==> src/rtl/com_sched_pkg.sv <==
// Shared types and sizing helpers for the COM clock scheduler.
package com_sched_pkg;

  typedef enum logic [1:0] {
    RUN    = 2'd0,
    DRAIN  = 2'd1,
    COM    = 2'd2,
    RESUME = 2'd3
  } state_t;

  localparam int DEF_CLK_FREQ  = 50_000_000;
  localparam int DEF_BAUD_RATE = 115200;

  // Board clocks per serial bit; integer division on purpose.
  function automatic int pulse_width(input int clk_freq, input int baud_rate);
    return clk_freq / baud_rate;
  endfunction

  // Bits needed to hold 0..max_val, never less than one.
  function automatic int cnt_width(input int max_val);
    return (max_val < 2) ? 1 : $clog2(max_val + 1);
  endfunction

endpackage

==> src/rtl/com_clock_scheduler_if.sv <==
// Request/enable bundle between CPU core, UART side and the scheduler.
// com_timeout exists only when COM_TIMEOUT_EN is defined.
interface com_clock_scheduler_if;
  logic com_req;
  logic com_done;
  logic cpu_en;
  logic fetch_stall;
  logic baud_tick;
  logic com_active;
`ifdef COM_TIMEOUT_EN
  logic com_timeout;
`endif

  modport master (
    output com_req,
    output com_done,
    input  cpu_en,
    input  fetch_stall,
    input  baud_tick,
`ifdef COM_TIMEOUT_EN
    input  com_timeout,
`endif
    input  com_active
  );

  modport slave (
    input  com_req,
    input  com_done,
    output cpu_en,
    output fetch_stall,
    output baud_tick,
`ifdef COM_TIMEOUT_EN
    output com_timeout,
`endif
    output com_active
  );
endinterface

==> src/rtl/baud_tick_gen.sv <==
// Baud-period counter: free-runs while run is high, one registered tick per
// PULSE_WIDTH cycles; dropping run discards any partial period.
module baud_tick_gen
  import com_sched_pkg::*;
#(
  parameter int PULSE_WIDTH = 10
) (
  input  logic clk,
  input  logic rst_n,
  input  logic run,
  output logic tick
);

  localparam int CW = cnt_width(PULSE_WIDTH - 1);

  logic [CW-1:0] cnt;

  // Count 0..PULSE_WIDTH-1; tick is high in the cycle after the terminal count.
  always_ff @(posedge clk or negedge rst_n) begin
    if (!rst_n) begin
      cnt  <= '0;
      tick <= 1'b0;
    end else if (!run) begin
      cnt  <= '0;
      tick <= 1'b0;
    end else begin
      tick <= (cnt == CW'(PULSE_WIDTH - 1));
      cnt  <= (cnt == CW'(PULSE_WIDTH - 1)) ? '0 : cnt + CW'(1);
    end
  end

endmodule

==> src/rtl/com_clock_scheduler.sv <==
// Switches the CPU between full-rate execution and baud-rate COM stepping
// using clock enables only. Optional watchdog: define COM_TIMEOUT_EN.
//
// state  | meaning
// RUN    | full rate, waiting for a com_req rising edge
// DRAIN  | fetch stalled while in-flight instructions retire
// COM    | CPU advances only on baud ticks until com_done
// RESUME | one cycle with CPU held and fetch stalled, then RUN
module com_clock_scheduler
  import com_sched_pkg::*;
#(
  parameter int CLK_FREQ     = DEF_CLK_FREQ,
  parameter int BAUD_RATE    = DEF_BAUD_RATE,
  parameter int DRAIN_CYCLES = 5
`ifdef COM_TIMEOUT_EN
  , parameter int TIMEOUT_TICKS = 4096
`endif
) (
  input logic                    clk,
  input logic                    rst_n,
  com_clock_scheduler_if.slave   bus
);

  localparam int PULSE_WIDTH = pulse_width(CLK_FREQ, BAUD_RATE);
  localparam int DW          = cnt_width(DRAIN_CYCLES);

  state_t        state;
  logic [DW-1:0] drain_cnt;
  logic          com_req_q;
  logic          req_edge;
  logic          in_com;
  logic          tick;
  logic          timeout_hit;

  assign req_edge = bus.com_req & ~com_req_q;
  assign in_com   = (state == COM);

  baud_tick_gen #(.PULSE_WIDTH(PULSE_WIDTH)) u_baud (
    .clk   (clk),
    .rst_n (rst_n),
    .run   (in_com),
    .tick  (tick)
  );

`ifdef COM_TIMEOUT_EN
  localparam int TW = cnt_width(TIMEOUT_TICKS);

  logic [TW-1:0] tick_cnt;
  logic          com_timeout_q;

  // The tick that brings the count to TIMEOUT_TICKS is the forcing one.
  assign timeout_hit = in_com & tick & (tick_cnt == TW'(TIMEOUT_TICKS - 1));

  // Watchdog tick count per COM visit; timeout pulse lands in the RESUME cycle
  // unless com_done arrived alongside it.
  always_ff @(posedge clk or negedge rst_n) begin
    if (!rst_n) begin
      tick_cnt      <= '0;
      com_timeout_q <= 1'b0;
    end else begin
      com_timeout_q <= timeout_hit & ~bus.com_done;
      if (!in_com)
        tick_cnt <= '0;
      else if (tick)
        tick_cnt <= tick_cnt + TW'(1);
    end
  end

  assign bus.com_timeout = com_timeout_q;
`else
  assign timeout_hit = 1'b0;
`endif

  // Sequencing FSM with request edge detection and drain timer.
  always_ff @(posedge clk or negedge rst_n) begin
    if (!rst_n) begin
      state     <= RUN;
      drain_cnt <= '0;
      com_req_q <= 1'b0;
    end else begin
      com_req_q <= bus.com_req;
      case (state)
        RUN: begin
          drain_cnt <= '0;
          if (req_edge)
            state <= (DRAIN_CYCLES == 0) ? COM : DRAIN;
        end
        DRAIN: begin
          if (drain_cnt == DW'(DRAIN_CYCLES - 1))
            state <= COM;
          else
            drain_cnt <= drain_cnt + DW'(1);
        end
        COM: begin
          if (bus.com_done || timeout_hit)
            state <= RESUME;
        end
        RESUME:  state <= RUN;
        default: state <= RUN;
      endcase
    end
  end

  // A tick registered on the COM exit edge must not leak into RESUME.
  assign bus.baud_tick   = tick & in_com;
  assign bus.cpu_en      = (state == RUN) | (state == DRAIN) | (tick & in_com);
  assign bus.fetch_stall = (state == DRAIN) | (state == RESUME);
  assign bus.com_active  = in_com;

endmodule

==> src/flat_wrapper.sv <==
// flat-port wrapper written by rule: the top's interface ports become plain ports
module com_clock_scheduler_flat import com_sched_pkg::*;
#(
  parameter int CLK_FREQ     = DEF_CLK_FREQ,
  parameter int BAUD_RATE    = DEF_BAUD_RATE,
  parameter int DRAIN_CYCLES = 5

)
  (clk, rst_n, bus_com_req, bus_com_done, bus_cpu_en, bus_fetch_stall, bus_baud_tick, bus_com_active);
  com_clock_scheduler_if bus_i ();
  input logic clk;
  input logic rst_n;
  input wire logic [$bits(bus_i.com_req)-1:0] bus_com_req;
  input wire logic [$bits(bus_i.com_done)-1:0] bus_com_done;
  output wire logic [$bits(bus_i.cpu_en)-1:0] bus_cpu_en;
  output wire logic [$bits(bus_i.fetch_stall)-1:0] bus_fetch_stall;
  output wire logic [$bits(bus_i.baud_tick)-1:0] bus_baud_tick;
  output wire logic [$bits(bus_i.com_active)-1:0] bus_com_active;
  assign bus_i.com_req = bus_com_req;
  assign bus_i.com_done = bus_com_done;
  assign bus_cpu_en = bus_i.cpu_en;
  assign bus_fetch_stall = bus_i.fetch_stall;
  assign bus_baud_tick = bus_i.baud_tick;
  assign bus_com_active = bus_i.com_active;
  com_clock_scheduler #(.CLK_FREQ(CLK_FREQ), .BAUD_RATE(BAUD_RATE), .DRAIN_CYCLES(DRAIN_CYCLES)) u_core (.clk(clk), .rst_n(rst_n), .bus(bus_i));
endmodule
==> config.mk <==
export PLATFORM = sky130hd
export DESIGN_NAME = com_clock_scheduler_flat
export DESIGN_NICKNAME = d
export VERILOG_FILES = /design/src/rtl/com_sched_pkg.sv /design/src/rtl/com_clock_scheduler_if.sv /design/src/rtl/baud_tick_gen.sv /design/src/rtl/com_clock_scheduler.sv /design/src/flat_wrapper.sv
export SDC_FILE = /design/constraint.sdc
export NUM_CORES = 1
export LEC_CHECK = 0
export CAP_MARGIN = 0
export CORE_MARGIN = 2
export CORE_UTILIZATION = 50
export CTS_CLUSTER_DIAMETER = 50
export DETAILED_ROUTE_END_ITERATION = 16
export GPL_TIMING_DRIVEN = 0
export PLACE_DENSITY = 0.81
export RECOVER_POWER = 25
export SLEW_MARGIN = 20
export SYNTH_ARGS = -nofsm -noshare
export SYNTH_HDL_FRONTEND = slang
export SYNTH_SLANG_ARGS = --single-unit
==> constraint.sdc <==
create_clock -name clk -period 1.9 [get_ports clk]
set_input_delay 0.475 -clock clk [delete_from_list [all_inputs] [get_ports clk]]
set_output_delay 0.475 -clock clk [all_outputs]
set_load 0.005 [all_outputs]
After elaboration in Yosys (flattened, before gate mapping)
Cells that the tools add are included.
{ "op_classes": {"eq_ne": 9, "n_reduce_logical": 4, "add_sub_neg": 2, "n_bitwise": 6, "n_mux": 9} }
{ "op_table": {"columns": ["cell", "n"], "rows": [
  ["2-to-1 mux 9 bit", 2],
  ["adder 9 x 1 -> 9 bit (second input constant)", 1],
  ["== test 9 bit (second input constant)", 1],
  ["one-hot mux 2 bit (4 select lines)", 1],
  ["2-to-1 mux 2 bit", 3],
  ["one-hot mux 3 bit (2 select lines)", 1],
  ["== test 2 bit (second input constant)", 2],
  ["!= test 2 x 1 -> 1 bit (second input constant)", 2],
  ["!= test 2 bit (second input constant)", 2],
  ["adder 3 x 1 -> 3 bit (second input constant)", 1],
  ["== test 3 bit (second input constant)", 1],
  ["2-to-1 mux 3 bit", 1],
  ["OR 1 bit", 3],
  ["AND reduction 3 bit", 1],
  ["AND 1 bit", 2],
  ["== test 2 x 1 -> 1 bit (second input constant)", 1],
  ["logical NOT 2 bit", 1],
  ["AND reduction 2 bit", 1],
  ["nonzero test 2 bit", 1],
  ["2-to-1 mux 1 bit", 1],
  ["inverter 1 bit", 1]
]} }
{ "word_totals": {"wordCells": 35, "ff_bits": 16, "in_bits": 4, "out_inout_bits": 4} }

Depth between registers and ports, before layout
{ "depth": {"depth_word": 4, "ltp_mapped": 5} }

By module
From an unflattened synthesis, not the netlist that was laid out.
{ "unflattened": {"cells_unflattened": 87, "area_unflattened_um2": 892.1} }
{ "modules_own_cells": {"columns": ["mod", "instances", "area_per_inst_um2", "cells_per_inst", "seq_area_each_um2"], "rows": [
  ["baud_tick_gen", 1, 511.7, 49, 250.2],
  ["com_clock_scheduler", 1, 380.4, 38, 150.1]
]} }

Worst setup path before layout
OpenSTA, ideal clock, no wires.
{ "synth_path": {"path_type": "flip-flop to output port", "startpoint": "register u_core.state[0]", "endpoint": "output port bus_cpu_en", "path_buffers": 0, "path_slack_ns": 0.224, "t_arrival_ns": 1.201, "path_stages_with_launch": 5, "path_cell_list": "dfrtp_1 -> inv_1 -> ha_1 -> and2_1 -> or3_1"} }
{ "synth_via": {"elab_chain_len": 3, "elab_cells_between_ends": 6, "cone_classes": "2 x eq/ne; 3 x bitwise; 1 x reduce/logical"} }
{ "synth_rtl": {"columns": ["element", "line_no", "source"], "rows": [
  ["start: declaration", "com_clock_scheduler.sv:27", "state_t state;"],
  ["start signal: assignment", "com_clock_scheduler.sv:86", "state <= (DRAIN_CYCLES == 0) ? COM : DRAIN;"],
  ["== test 2 bit", "com_clock_scheduler.sv:36", "assign in_com = (state == COM);"],
  ["via bus_com_active", "flat_wrapper.sv:18", "output wire logic [$bits(bus_i.com_active)-1:0] bus_com_active;"],
  ["AND 1 bit", null, null],
  ["via bus_baud_tick", "flat_wrapper.sv:17", "output wire logic [$bits(bus_i.baud_tick)-1:0] bus_baud_tick;"],
  ["OR 1 bit", "com_clock_scheduler.sv:106", "assign bus.cpu_en = (state == RUN) | (state == DRAIN) | (tick & in_com);"],
  ["end: declaration", "flat_wrapper.sv:15", "output wire logic [$bits(bus_i.cpu_en)-1:0] bus_cpu_en;"]
]} }
The timed path passes the listed nets, and every way through them passes these cells.

Final worst setup path
{ "layout_path": {"startpoint": "register u_core.state[0]", "endpoint": "output port bus_cpu_en"} }
{ "layout_via": {"elab_chain_len": 3, "elab_cells_between_ends": 6, "cone_classes": "2 x eq/ne; 3 x bitwise; 1 x reduce/logical"} }
{ "layout_rtl": {"columns": ["element", "line_no"], "rows": [
  ["== test 2 x 1 -> 1 bit, or another cell as far along", "com_clock_scheduler.sv:106"],
  ["OR 1 bit / AND 1 bit (equally long branches)", "com_clock_scheduler.sv:106"],
  ["OR 1 bit *", "com_clock_scheduler.sv:106"]
]} }
Every way passes the cells marked *; elsewhere a longest branch is shown, timed or not.

==> flow_summary.json <==
{
  "status": "finished with violations",
  "violations": "setup timing",
  "wl_per_cell_um": 12.2,
  "syn_nets": 98,
  "initial_core_util_pct": 51.6,
  "dieArea_sq_um": 2090,
  "path_max_fanout": 6,
  "fin_skew_ps": 5.81,
  "antenna_found_initial": 0,
  "power_density_nw_per_um2": 1190,
  "post-route-util_pct": 62.7,
  "cts_tree": "done",
  "antennaDiodeCount": 0,
  "final_hold_viol_count": 0,
  "peakVddDrop_uv": 648,
  "synth-xor-area-share_pct": 3.01,
  "syn_area_per_cell_sq_um": 10.1,
  "io_buffers": 7,
  "maxSlewHeadroom_pct": 56.1,
  "cts.sinks": 16,
  "p_leak_nw": 0.458,
  "max_freq_mhz": 509,
  "syn_inst": 86,
  "synth_top_family_by_area": "simple AND/OR/NAND/NOR gates",
  "grt_pass1_vias": 644,
  "layout_common_cells": "dfrtp_1, inv_1, nand2_1",
  "ys_ff_latch": 16,
  "clockBufferDepth": 2,
  "cts_hold_buffers": 0,
  "rows": 15,
  "drive_gt1_share_pct": 22.3,
  "synth_compound_area_share_pct": 13.9,
  "cp.required_ps": 1420,
  "grt_max_degree": 17,
  "netlist_area_sq_um": 872,
  "dieHeight_um": 45.8,
  "synthSimpleGateAreaFrac_pct": 19.7,
  "gr-total-overflow": 0,
  "setup_viol": 1,
  "first_iter_violations": 4,
  "grtUsageTotal_pct": 17.0,
  "period_share_pct": 103,
  "antenna_left": 0,
  "setup_ws_ps": -64.2,
  "synth.area.mux_share_pct": 1.29,
  "yosys_warnings": 0,
  "drtPass1Iterations": 4,
  "clk_latency_ps": 270,
  "cp-end-kind": "output port",
  "drv_cap": 0,
  "start_kind": "register",
  "via_count": 665,
  "gp_congestion": 0.754,
  "layout_commonest_cell": "dfrtp_1",
  "remaining_drc_errors": 0,
  "core_area_sq_um": 1690,
  "p_total_mw": 1.26,
  "hold_path_class": "register to register",
  "ff_latch_area_sq_um": 403,
  "yosysUniqueCellTypes": 29,
  "ios": 8,
  "stdcell_count": 120,
  "fillers": 151,
  "grt_pass1_wl_um": 2480,
  "post-place-ws_ps": -253,
  "worst_pin_slew_ps": 656,
  "htree_levels": 1,
  "area_delta_synth_final_pct": 21.5,
  "cts.reportedPaths.clkPinSlew_ps": 80,
  "drt-total-wl_um": 1470,
  "seq_area_frac_synth_pct": 45.9,
  "die_w_um": 45.8,
  "synthAdderAreaFrac_pct": 11.5,
  "nets": 117,
  "place_inst": 110,
  "dp_hpwl_um": 1110,
  "multi_input_area_sq_um": 458,
  "slew_violations": 0,
  "clockRootBuffer": "clkbuf_4",
  "crit_type": "register to output port",
  "vias_per_cell": 5.54,
  "cts_buffers": 3,
  "rsz0062_at_grt": "yes",
  "worstPathArrival_ps": 1490,
  "period_needed_ps": 1960
}
## logic make-up (layout without fill, tap and decap cells)
kind of cell / count (synthesis) / after routing
flops: 16 / 16
simple gates: 31 / 31
fa+ha+maj: 8 / 8
compound gates: 16 / 16
xor+xnor: 3 / 3
buf+inv: 11 / 28
mux: 1 / 1
## worst paths after layout
kind	cells after the start	start	slack (ps)	end
worst max-delay path	4	u_core.state[0]$_DFFE_PN0P_	-60	bus_cpu_en
worst min-delay path	1	u_core.u_baud.cnt[0]$_DFF_PN0_	510	u_core.u_baud.cnt[0]$_DFF_PN0_
worst max register to register	5	u_core.state[0]$_DFFE_PN0P_	160	u_core.state[1]$_DFFE_PN0P_
worst min register to register	1	u_core.u_baud.cnt[0]$_DFF_PN0_	510	u_core.u_baud.cnt[0]$_DFF_PN0_
max in group asynchronous	1	rst_n	780	u_core.state[0]$_DFFE_PN0P_
min in group asynchronous	1	rst_n	660	u_core.u_baud.cnt[6]$_DFF_PN0_
## stage by stage
stage | setup TNS, ps | hold slack (ps) | instance area [sq um]
after floorplan | 0 | 179 | 872
after global placement | -225 | 496 | 963
after detailed placement | -326 | 501 | 963
after CTS | -74.1 | 513 | 1050
after global routing | -172 | 539 | 1060
final | -64.2 | 510 | 1060
## layer usage
layer	GRT usage (%)	share of wire [%]	up-vias
li1	-	-	335
met1	18.9	42	313
met2	30.4	54	13
met3	3.57	3.0	4
met4	8.57	1.0	0
met5	0	0	-
## final cells by class
| cell class | instances | share of cell area (%) |
|---|---|---|
| clock buffer | 3 | 2.13 |
| inverter | 11 | 3.90 |
| multi-input combinational | 59 | 43.2 |
| sequential | 16 | 38.0 |
| tap | 17 | 2.01 |
| timing repair buffer | 14 | 10.7 |
## report_power, final
group | total, mW | internal (mW) | switching, mW
clock network | 0.163 | 0.0734 | 0.0900
logic | 0.625 | 0.330 | 0.296
registers | 0.473 | 0.407 | 0.0656
total | 1.26 | 0.810 | 0.451
## what timing repair did
item	4_1_cts	5_1_grt
pin swaps	0	1
resized for setup	18	2
setup buffers	6	1
endpoints found under the setup margin	4	4
## critical path: stages (launching register included)
cell and delay, ps:
dfrtp_2 440, buf_6 130, ha_4 160, or3_1 350
buf_2 130
## synth_stat cells
master | number | share of area [%]
o31ai_4 | 1 | 2.4
ha_1 | 8 | 11
nand2_1 | 7 | 3.0
a21oi_1 | 2 | 1.1
nor2_1 | 6 | 2.6
a221oi_1 | 1 | 1.0
inv_1 | 11 | 4.7
xor2_1 | 2 | 2.0
o211ai_1 | 1 | 0.86
a31oi_1 | 3 | 2.2
o21ai_0 | 4 | 2.3
nand4_1 | 2 | 1.4
or3_1 | 3 | 2.2
xnor2_1 | 1 | 1.0
nor4_1 | 1 | 0.72
or2_2 | 1 | 0.72
and2_1 | 1 | 0.72
o221ai_1 | 1 | 1.0
or4_1 | 1 | 0.86
o32a_1 | 1 | 1.1
a21boi_1 | 1 | 0.86
o311ai_1 | 1 | 1.0
nand3_1 | 3 | 1.7
or4b_4 | 1 | 1.6
nand2b_1 | 3 | 2.2
nand4b_1 | 1 | 1.0
dfrtp_1 | 16 | 46
or3b_1 | 1 | 1.0
mux2_2 | 1 | 1.3
## sequential cells by signal (all words and copies together) (netlist names)
register            count
u_core.com_req_q        1
u_core.drain_cnt        3
u_core.state            2
u_core.u_baud.cnt       9
u_core.u_baud.tick      1
(Power assumes the default switching activity.)
